[config.mk]
export PLATFORM = sky130hd
export DESIGN_NAME = obstacle_scroller
export DESIGN_NICKNAME = d
export VERILOG_FILES = /design/src/rtl/obstacle_scroller_pkg.sv /design/src/rtl/obstacle_lane.sv /design/src/rtl/obstacle_scroller.sv
export SDC_FILE = /design/constraint.sdc
export NUM_CORES = 1
export LEC_CHECK = 0
export ABC_CLOCK_PERIOD_IN_PS = 12900
export CAP_MARGIN = 25
export CORE_ASPECT_RATIO = 1.2
export CORE_UTILIZATION = 30
export DETAILED_ROUTE_END_ITERATION = 10
export PLACE_DENSITY = 0.58
export REMOVE_ABC_BUFFERS = 1
export SLEW_MARGIN = 30
export SYNTH_ARGS = -nofsm -noshare
export SYNTH_HDL_FRONTEND = slang
export SYNTH_SLANG_ARGS = --single-unit
[constraint.sdc]
create_clock -name clk_100hz -period 12.9 [get_ports clk_100hz]
set_input_delay 1.935 -clock clk_100hz [delete_from_list [all_inputs] [get_ports clk_100hz]]
set_output_delay 1.935 -clock clk_100hz [all_outputs]
set_load 0.01 [all_outputs]
[src/rtl/obstacle_scroller_pkg.sv]
// obstacle_scroller_pkg: shared playfield geometry and lane FSM encoding for the obstacle pipeline
package obstacle_scroller_pkg;
  localparam int unsigned X_MAX    = 849;
  localparam int unsigned BASE_W   = 40;
  localparam int unsigned W_STEP   = 8;
  localparam int unsigned GAP_BASE = 120;
  localparam int unsigned GAP_STEP = 40;
  localparam int unsigned PLAYER_X = 200;
  localparam int unsigned STAGGER  = 200;
  typedef enum logic {MOVE = 1'b0, RESPAWN = 1'b1} lane_state_e;
  function automatic logic [9:0] lane_width(input logic [2:0] s);
    return 10'(BASE_W + W_STEP * s);
  endfunction
  function automatic logic [9:0] lane_gap(input logic [2:0] s);
    return 10'(GAP_BASE + GAP_STEP * s);
  endfunction
  function automatic logic [9:0] init_h(input int k);
    return 10'(X_MAX - BASE_W - k * STAGGER);
  endfunction
endpackage

[src/rtl/obstacle_lane.sv]
// obstacle_lane: one scrolling tube lane with respawn FSM and player-crossing flag
module obstacle_lane
  import obstacle_scroller_pkg::*;
#(
  parameter logic [9:0] INIT_H = 10'd809
) (
  input  logic       clk_100hz,
  input  logic       rst,
  input  logic       enable_i,
  input  logic [3:0] speed_i,
  input  logic [2:0] state_i,
  output logic [9:0] h_o,
  output logic [9:0] width_o,
  output logic [9:0] gap_y_o,
  output logic       pass_o
);
  lane_state_e st_q, st_d;
  logic [9:0] h_q, h_d, w_q, w_d, g_q, g_d, spd, h_mv;
  assign spd  = {6'd0, speed_i};
  assign h_mv = h_q - spd;
  always_comb begin
    st_d   = st_q;
    h_d    = h_q;
    w_d    = w_q;
    g_d    = g_q;
    pass_o = 1'b0;
    if (st_q == RESPAWN) begin
      w_d  = lane_width(state_i);
      g_d  = lane_gap(state_i);
      h_d  = 10'(X_MAX) - w_d;
      st_d = MOVE;
    end else if (enable_i) begin
      if (h_q >= spd) begin
        h_d    = h_mv;
        pass_o = (h_q >= 10'(PLAYER_X)) && (h_mv < 10'(PLAYER_X));
      end else begin
        st_d = RESPAWN;
      end
    end
  end
  always_ff @(posedge clk_100hz or posedge rst) begin
    if (rst) begin
      st_q <= MOVE;
      h_q  <= INIT_H;
      w_q  <= 10'(BASE_W);
      g_q  <= 10'(GAP_BASE);
    end else begin
      st_q <= st_d;
      h_q  <= h_d;
      w_q  <= w_d;
      g_q  <= g_d;
    end
  end
  assign h_o     = h_q;
  assign width_o = w_q;
  assign gap_y_o = g_q;
endmodule

[src/rtl/obstacle_scroller.sv]
// obstacle_scroller: four staggered tube lanes with combined pass pulse and saturating pass count
module obstacle_scroller
  import obstacle_scroller_pkg::*;
(
  input  logic       clk_100hz,
  input  logic       rst,
  input  logic       enable,
  input  logic [3:0] speed,
  input  logic [2:0] tube_state_0,
  input  logic [2:0] tube_state_1,
  input  logic [2:0] tube_state_2,
  input  logic [2:0] tube_state_3,
  output logic [9:0] tube_h_0,
  output logic [9:0] tube_h_1,
  output logic [9:0] tube_h_2,
  output logic [9:0] tube_h_3,
  output logic [9:0] tube_width_0,
  output logic [9:0] tube_width_1,
  output logic [9:0] tube_width_2,
  output logic [9:0] tube_width_3,
  output logic [9:0] tube_gap_y_0,
  output logic [9:0] tube_gap_y_1,
  output logic [9:0] tube_gap_y_2,
  output logic [9:0] tube_gap_y_3,
  output logic       pass_pulse,
  output logic [7:0] pass_count
);
  logic [2:0] st [4];
  logic [9:0] h [4];
  logic [9:0] w [4];
  logic [9:0] g [4];
  logic [3:0] pass;
  logic [2:0] n_pass;
  logic [8:0] sum;
  logic [7:0] cnt_q, cnt_d;
  logic       pulse_q;
  assign st = '{tube_state_0, tube_state_1, tube_state_2, tube_state_3};
  for (genvar k = 0; k < 4; k++) begin : g_lane
    obstacle_lane #(.INIT_H(init_h(k))) u_lane (
      .clk_100hz(clk_100hz),
      .rst      (rst),
      .enable_i (enable),
      .speed_i  (speed),
      .state_i  (st[k]),
      .h_o      (h[k]),
      .width_o  (w[k]),
      .gap_y_o  (g[k]),
      .pass_o   (pass[k])
    );
  end
  assign n_pass = 3'(pass[0]) + 3'(pass[1]) + 3'(pass[2]) + 3'(pass[3]);
  assign sum    = {1'b0, cnt_q} + {6'd0, n_pass};
  assign cnt_d  = sum[8] ? 8'hFF : sum[7:0];
  always_ff @(posedge clk_100hz or posedge rst) begin
    if (rst) begin
      pulse_q <= 1'b0;
      cnt_q   <= 8'd0;
    end else begin
      pulse_q <= |pass;
      cnt_q   <= cnt_d;
    end
  end
  assign tube_h_0     = h[0];
  assign tube_h_1     = h[1];
  assign tube_h_2     = h[2];
  assign tube_h_3     = h[3];
  assign tube_width_0 = w[0];
  assign tube_width_1 = w[1];
  assign tube_width_2 = w[2];
  assign tube_width_3 = w[3];
  assign tube_gap_y_0 = g[0];
  assign tube_gap_y_1 = g[1];
  assign tube_gap_y_2 = g[2];
  assign tube_gap_y_3 = g[3];
  assign pass_pulse   = pulse_q;
  assign pass_count   = cnt_q;
endmodule
Word level (Yosys, flattened, before mapping)
Index checks and enable logic that the tools add are counted.
{ "classes": {"n_addsub": 20, "mul": 4, "reduce_logical": 17, "n_mux": 37, "magnitude_cmp": 12} }
{ "op_table": {"columns": ["cell", "n"], "rows": [
  ["$mux 10", 12],
  ["$add 7x9->10 const A", 4],
  ["$ge 10x4->1", 4],
  ["$ge 10x8->1 const B", 4],
  ["$lt 10x8->1 const B", 4],
  ["$sub 10x10->10 const A", 4],
  ["$sub 10x4->10", 4],
  ["$add 6x6->7 const A", 4],
  ["$mul 3x3->6 const A", 4],
  ["$mux 1", 24],
  ["$reduce_bool 2->1", 8],
  ["$add 8x3->9", 1],
  ["$mux 8", 1],
  ["$reduce_and 2->1", 4],
  ["$logic_and 1x1->1", 4],
  ["$reduce_or 4->1", 1],
  ["$add 2x1->3", 1],
  ["$add 3x1->3", 1],
  ["$add 1x1->2", 1]
]} }
{ "totals": {"regBits": 133} }

Depth between registers and ports, before layout
{ "logic_depth": {"ltp_word": 11, "mapped_depth": 16} }

Modules after synthesis
From an unflattened synthesis, not the netlist that was laid out.
{ "unflattened": {"hier_cells": 766, "hier_area_um2": 6906.6} }
{ "modules_own_cells": {"columns": ["module", "area_per_inst_um2", "n_inst", "seq_area_each_um2", "cells_each"], "rows": [
  ["obstacle_lane (g_lane[0].u_lane ...)", 1600.3, 2, 538.0, 180],
  ["obstacle_lane (g_lane[1].u_lane ...)", 1599.0, 2, 536.8, 180],
  ["obstacle_scroller", 508.0, 1, 225.2, 46]
]} }

Worst setup path after synthesis
OpenSTA, ideal clock, no wires.
{ "synth_path": {"path_kind": "in2reg", "start": "in speed[0]", "end": "reg cnt_q[5] (netlist: pass_count[5])", "arrival_time_ns": 5.422, "path_buffers": 0, "slack_ns": 7.345, "path_stages": 15, "setup_ns": 0.133, "cell_sequence": "ha_1 -> fa_1 -> nand2b_2 -> a21oi_1 -> or3_1 -> nor3b_1 -> o2111ai_2 -> fa_1 -> inv_1 -> fa_1 -> fa_1 -> nand2_1 -> nor2_1 -> nand3_1 -> nand3_1"} }
{ "synth_via": {"elab_chain_len": 11, "elab_cells_between_ends": 33, "cone_classes": "add/sub: 8; order compare: 8; mux: 13; reduce/logical: 4"} }
{ "synth_lines": {"columns": ["element", "line", "text"], "rows": [
  ["start: declaration", "obstacle_scroller.sv:8", "input logic [3:0] speed,"],
  ["$sub 10x4->10", "obstacle_lane.sv:20", "assign h_mv = h_q - spd;"],
  ["$lt 10x8->1", "obstacle_lane.sv:35", "pass_o = (h_q >= 10'(PLAYER_X)) && (h_mv < 10'(PLAYER_X));"],
  ["$logic_and 1x1->1", "obstacle_lane.sv:35", null],
  ["$mux 1", "obstacle_lane.sv:33", "if (h_q >= spd) begin"],
  ["$mux 1", "obstacle_lane.sv:32", "end else if (enable_i) begin"],
  ["$mux 1", "obstacle_lane.sv:27", "if (st_q == RESPAWN) begin"],
  ["$add 1x1->2", "obstacle_scroller.sv:51", "assign n_pass = 3'(pass[0]) + 3'(pass[1]) + 3'(pass[2]) + 3'(pass[3]);"],
  ["$add 2x1->3", "obstacle_scroller.sv:51", null],
  ["$add 3x1->3 *", "obstacle_scroller.sv:51", null],
  ["$add 8x3->9 *", "obstacle_scroller.sv:52", "assign sum = {1'b0, cnt_q} + {6'd0, n_pass};"],
  ["$mux 8 *", "obstacle_scroller.sv:53", "assign cnt_d = sum[8] ? 8'hFF : sum[7:0];"],
  ["net cnt_d[5]", "obstacle_scroller.sv:35", "logic [7:0] cnt_q, cnt_d;"],
  ["end signal: assignment", "obstacle_scroller.sv:60", "cnt_q <= cnt_d;"],
  ["end: declaration", "obstacle_scroller.sv:35", null]
]} }
Mark *: on every way through the listed nets, which the timed path passes. The rest lies on a longest branch.
A chain may end at the register's enable or synchronous reset.

Final worst setup path
Same ends and word-level chain as after synthesis.

==> run_summary.xml <==
<?xml version="1.0" encoding="UTF-8"?>
<metrics>
  <group name="status">
    <metric name="outcome" unit="">completed</metric>
  </group>
  <group name="die">
    <metric name="die_area" unit="mm2">0.0226</metric>
    <metric name="start_util" unit="%">30.6</metric>
    <metric name="ioPinCount" unit="">148</metric>
    <metric name="core" unit="mm2">0.0216</metric>
    <metric name="dieHeight" unit="um">165</metric>
    <metric name="die-width" unit="um">138</metric>
    <metric name="placementRows" unit="">59</metric>
  </group>
  <group name="final_layout">
    <metric name="flow.area_growth_from_synthesis" unit="%">22.1</metric>
    <metric name="final_cell_count_no_fill" unit="">1081</metric>
    <metric name="final_layout_size_suffix_gt1_share" unit="%">10.8</metric>
    <metric name="insertedDiodeCount" unit="">0</metric>
    <metric name="num-nets-final" unit="">869</metric>
  </group>
  <group name="drt">
    <metric name="drc" unit="">0</metric>
    <metric name="postRouteAntennaNets" unit="">0</metric>
    <metric name="via_to_cell_ratio" unit="">4.82</metric>
    <metric name="drt_first_pass_iters" unit="">4</metric>
    <metric name="vias" unit="">5211</metric>
    <metric name="route.detailed.wl_per_inst" unit="um">14.5</metric>
    <metric name="detailedRoute.firstIterationViolations" unit="">280</metric>
    <metric name="wirelength" unit="um">15600</metric>
  </group>
  <group name="clock_network">
    <metric name="cts-hold-fix-buffers" unit="">0</metric>
    <metric name="cts_tree" unit="">built</metric>
    <metric name="cts.repair.resized" unit="">0</metric>
    <metric name="ctsLongestPathBuffers" unit="">2</metric>
    <metric name="depth_of_the_cts_h_tree" unit="">3</metric>
    <metric name="tritoncts_num_sinks" unit="">93</metric>
    <metric name="ctsRootBufferMaster" unit="">sky130_fd_sc_hd__clkbuf_16</metric>
    <metric name="clkLatencyLatePin" unit="ns">0.35</metric>
    <metric name="clkTransAtPathRegs" unit="ns">0.07</metric>
    <metric name="cts_inserted_buffers" unit="">9</metric>
    <metric name="post_cts.repair.setup_buffers" unit="">0</metric>
  </group>
  <group name="setup_path">
    <metric name="crit-reg2reg-launch" unit="">g_lane[2].u_lane.h_o[0]$_DFFE_PP1P_</metric>
    <metric name="timing.critical_path.fanout_max" unit="">6</metric>
    <metric name="timing.reg2reg.worst_path_depth" unit="">16</metric>
    <metric name="timing.reg2reg.setup_slack" unit="ns">8.34</metric>
    <metric name="critical_path_class" unit="">in2reg</metric>
    <metric name="cp.required" unit="ns">13.12</metric>
    <metric name="cp-end-kind" unit="">flip-flop</metric>
    <metric name="worst-endpoint-arrival" unit="ns">6.43</metric>
    <metric name="r2r-end" unit="">pass_count[5]$_DFF_PP0_</metric>
    <metric name="cp-start-kind" unit="">input port</metric>
  </group>
  <group name="grt">
    <metric name="grt_first_pass_wirelength" unit="um">25900</metric>
    <metric name="grt_antenna_before_repair" unit="">0</metric>
    <metric name="first_global_vias" unit="">5015</metric>
    <metric name="grt_overflow" unit="">0</metric>
    <metric name="grt.total_usage" unit="%">14.6</metric>
    <metric name="grt_start_max_net_pins" unit="">53</metric>
  </group>
  <group name="synthesis">
    <metric name="post_synth_instance_area" unit="mm2">0.00661</metric>
    <metric name="yosys_warnings" unit="">0</metric>
    <metric name="syn_area_per_cell" unit="um2">9.31</metric>
    <metric name="synthDominantCellAreaShare" unit="%">20.8</metric>
    <metric name="ys_seq_elements" unit="">93</metric>
    <metric name="synth_top_cells_by_area" unit="">sky130_fd_sc_hd__dfrtp_1 21%, sky130_fd_sc_hd__dfstp_2 15%, sky130_fd_sc_hd__ha_1 7.8%</metric>
    <metric name="ys_types" unit="">68</metric>
    <metric name="synth.yosys.seq_area_share" unit="%">35.9</metric>
    <metric name="async_reset_ff_share" unit="%">100</metric>
    <metric name="synth-edff-count" unit="">0</metric>
    <metric name="ys_dominant_reg_cell" unit="">sky130_fd_sc_hd__dfrtp_1</metric>
    <metric name="syn-instance-count" unit="">710</metric>
    <metric name="synth_top_cell_by_area" unit="">sky130_fd_sc_hd__dfrtp_1</metric>
  </group>
  <group name="timing">
    <metric name="finClkSkew" unit="ns">0.00574</metric>
    <metric name="max_clock_freq" unit="GHz">0.161</metric>
    <metric name="setup-tns-final" unit="ns">0</metric>
    <metric name="slew-limit-headroom" unit="%">49.7</metric>
    <metric name="setup_viol_count_final" unit="">0</metric>
    <metric name="post-route-min-period" unit="ns">6.20</metric>
    <metric name="rsz0062_at_grt" unit="">false</metric>
    <metric name="layout_worst_path_cycle_share" unit="%">48.1</metric>
    <metric name="report.final.hold_viol_count" unit="">0</metric>
    <metric name="finalHoldWorstSlack" unit="ns">0.465</metric>
    <metric name="timing_worst_slew_pin_value" unit="ns">0.752</metric>
    <metric name="slew_violations" unit="">0</metric>
  </group>
  <group name="worst_hold_path">
    <metric name="min_to" unit="">g_lane[2].u_lane.gap_y_o[4]$_DFFE_PP1P_</metric>
    <metric name="holdPathStages" unit="">2</metric>
    <metric name="min_from" unit="">g_lane[2].u_lane.gap_y_o[4]$_DFFE_PP1P_</metric>
    <metric name="worstHoldPathType" unit="">reg2reg</metric>
  </group>
  <group name="power">
    <metric name="p_per_area" unit="mW/mm2">232</metric>
    <metric name="vdd_drop_max" unit="mV">0.0870</metric>
    <metric name="power_leakage" unit="nW">3.39</metric>
  </group>
  <group name="place">
    <metric name="port_buffers" unit="">111</metric>
    <metric name="post-place-cells" unit="">1065</metric>
    <metric name="detailed_place_hpwl" unit="um">11400</metric>
    <metric name="final_weighted_congestion_in_routability_driven_placement" unit="">0.839</metric>
  </group>
  <group name="job">
    <metric name="max_cap_violations" unit="">0</metric>
  </group>
</metrics>
## where the power goes
| group | leakage [nW] | total [mW] | internal [mW] | switching, mW |
|---|---|---|---|---|
| Sequential | 1.06 | 0.628 | 0.471 | 0.157 |
| Clock | 0.152 | 0.283 | 0.166 | 0.116 |
| Combinational | 2.17 | 0.961 | 0.507 | 0.454 |
| Total | 3.39 | 1.87 | 1.14 | 0.727 |
## worst max-delay path, stage by stage
cell	delay (ns)
sky130_fd_sc_hd__clkdlybuf4s50_1	0.55
sky130_fd_sc_hd__ha_1	0.29
sky130_fd_sc_hd__fa_1	0.40
sky130_fd_sc_hd__nand2b_2	0.22
sky130_fd_sc_hd__a21oi_1	0.49
sky130_fd_sc_hd__or3_1	0.21
sky130_fd_sc_hd__nor3b_1	0.23
sky130_fd_sc_hd__o2111ai_2	0.18
sky130_fd_sc_hd__fa_1	0.51
sky130_fd_sc_hd__inv_1	0.06
sky130_fd_sc_hd__fa_1	0.45
sky130_fd_sc_hd__fa_1	0.44
sky130_fd_sc_hd__nand2_1	0.11
sky130_fd_sc_hd__nor2_1	0.06
sky130_fd_sc_hd__nand3_1	0.20
sky130_fd_sc_hd__nand3_1	0.10
## cell families after synthesis
kind of cell               synth area share, %
AOI/OAI and AO/OA                         14.8
xor gates and xnor gates                  7.68
adders and majority gates                 10.0
buffers and inverters                     9.35
DFF                                       35.9
muxes                                     4.94
other                                   0.0567
and+or+nand+nor                           17.2
## metal layers
layer  vias to the layer above  GRT usage, %  share of wire [%]
li1                       2607             -                  -
met1                      2450          19.6                 46
met2                       139          23.0                 46
met3                        15          3.25                5.8
met4                         0          4.85                1.5
met5                         -             0                  0
## worst max path at each step
stage	startpoint	slack, ns	end	cells past startpoint
finish	speed[0]	6.70	pass_count[5]$_DFF_PP0_	16
global route	speed[0]	6.33	pass_count[3]$_DFF_PP0_	16
CTS	speed[0]	6.67	pass_count[5]$_DFF_PP0_	16
detailed placement	speed[0]	6.28	pass_count[5]$_DFF_PP0_	16
global placement	speed[0]	6.40	pass_count[5]$_DFF_PP0_	16
floorplan	speed[0]	7.34	pass_count[5]$_DFF_PP0_	15
## placed cells by master (no fill, tap or decap), drive strengths merged, types with 8 or more instances in the layout
master	n
clkdlybuf4s50	111
nor2	77
dfrtp	55
a21oi	51
ha	41
o21ai	41
xnor2	39
dfstp	38
inv	37
conb	36
nand2	27
nor3	25
nand2b	20
xor2	19
mux2i	18
nand3	18
nor4	16
mux2	13
clkbuf	13
nor3b	8
## metrics by stage
step                total power, mW  worst slack (ns)  utilization (%)  instance area (um2)
floorplan                      1.17              7.34                -                 6260
global placement               1.60              6.40             35.9                 7760
detailed placement             1.60              6.28             35.9                 7760
CTS                            1.90              6.67             37.3                 8070
global route                   2.04              6.33             37.3                 8070
finish                         1.87              6.70             37.3                 8070
## area by class of cell
cell class / instances / area, um2
Sequential cell: 93 / 2370
Timing Repair Buffer: 116 / 1150
Fill cell: 2200 / 13600
Multi-Input combinational cell: 545 / 3750
Clock buffer: 13 / 270
Tap cell: 274 / 343
Clock inverter: 3 / 42.5
Inverter: 37 / 141
## flip-flops by register name, indices dropped and copies added, names as in the netlist
name,flops
pass_pulse,1
g_lane.u_lane.st_q,4
g_lane.u_lane.width_o,12
pass_count,8
g_lane.u_lane.gap_y_o,28
g_lane.u_lane.h_o,40
## cells in the mapped netlist (15+ instances only)
master                     instances
sky130_fd_sc_hd__a21oi_1          51
sky130_fd_sc_hd__buf_4            41
sky130_fd_sc_hd__clkbuf_1         18
sky130_fd_sc_hd__dfrtp_1          55
sky130_fd_sc_hd__dfstp_2          38
sky130_fd_sc_hd__ha_1             41
sky130_fd_sc_hd__inv_1            37
sky130_fd_sc_hd__mux2i_1          18
sky130_fd_sc_hd__nand2_1          27
sky130_fd_sc_hd__nand2b_1         19
sky130_fd_sc_hd__nand3_1          18
sky130_fd_sc_hd__nor2_1           77
sky130_fd_sc_hd__nor3_1           25
sky130_fd_sc_hd__nor4_1           15
sky130_fd_sc_hd__o21ai_0          39
sky130_fd_sc_hd__xnor2_1          39
sky130_fd_sc_hd__xor2_1           19
No activity file was read; power rests on OpenSTA's default activity.
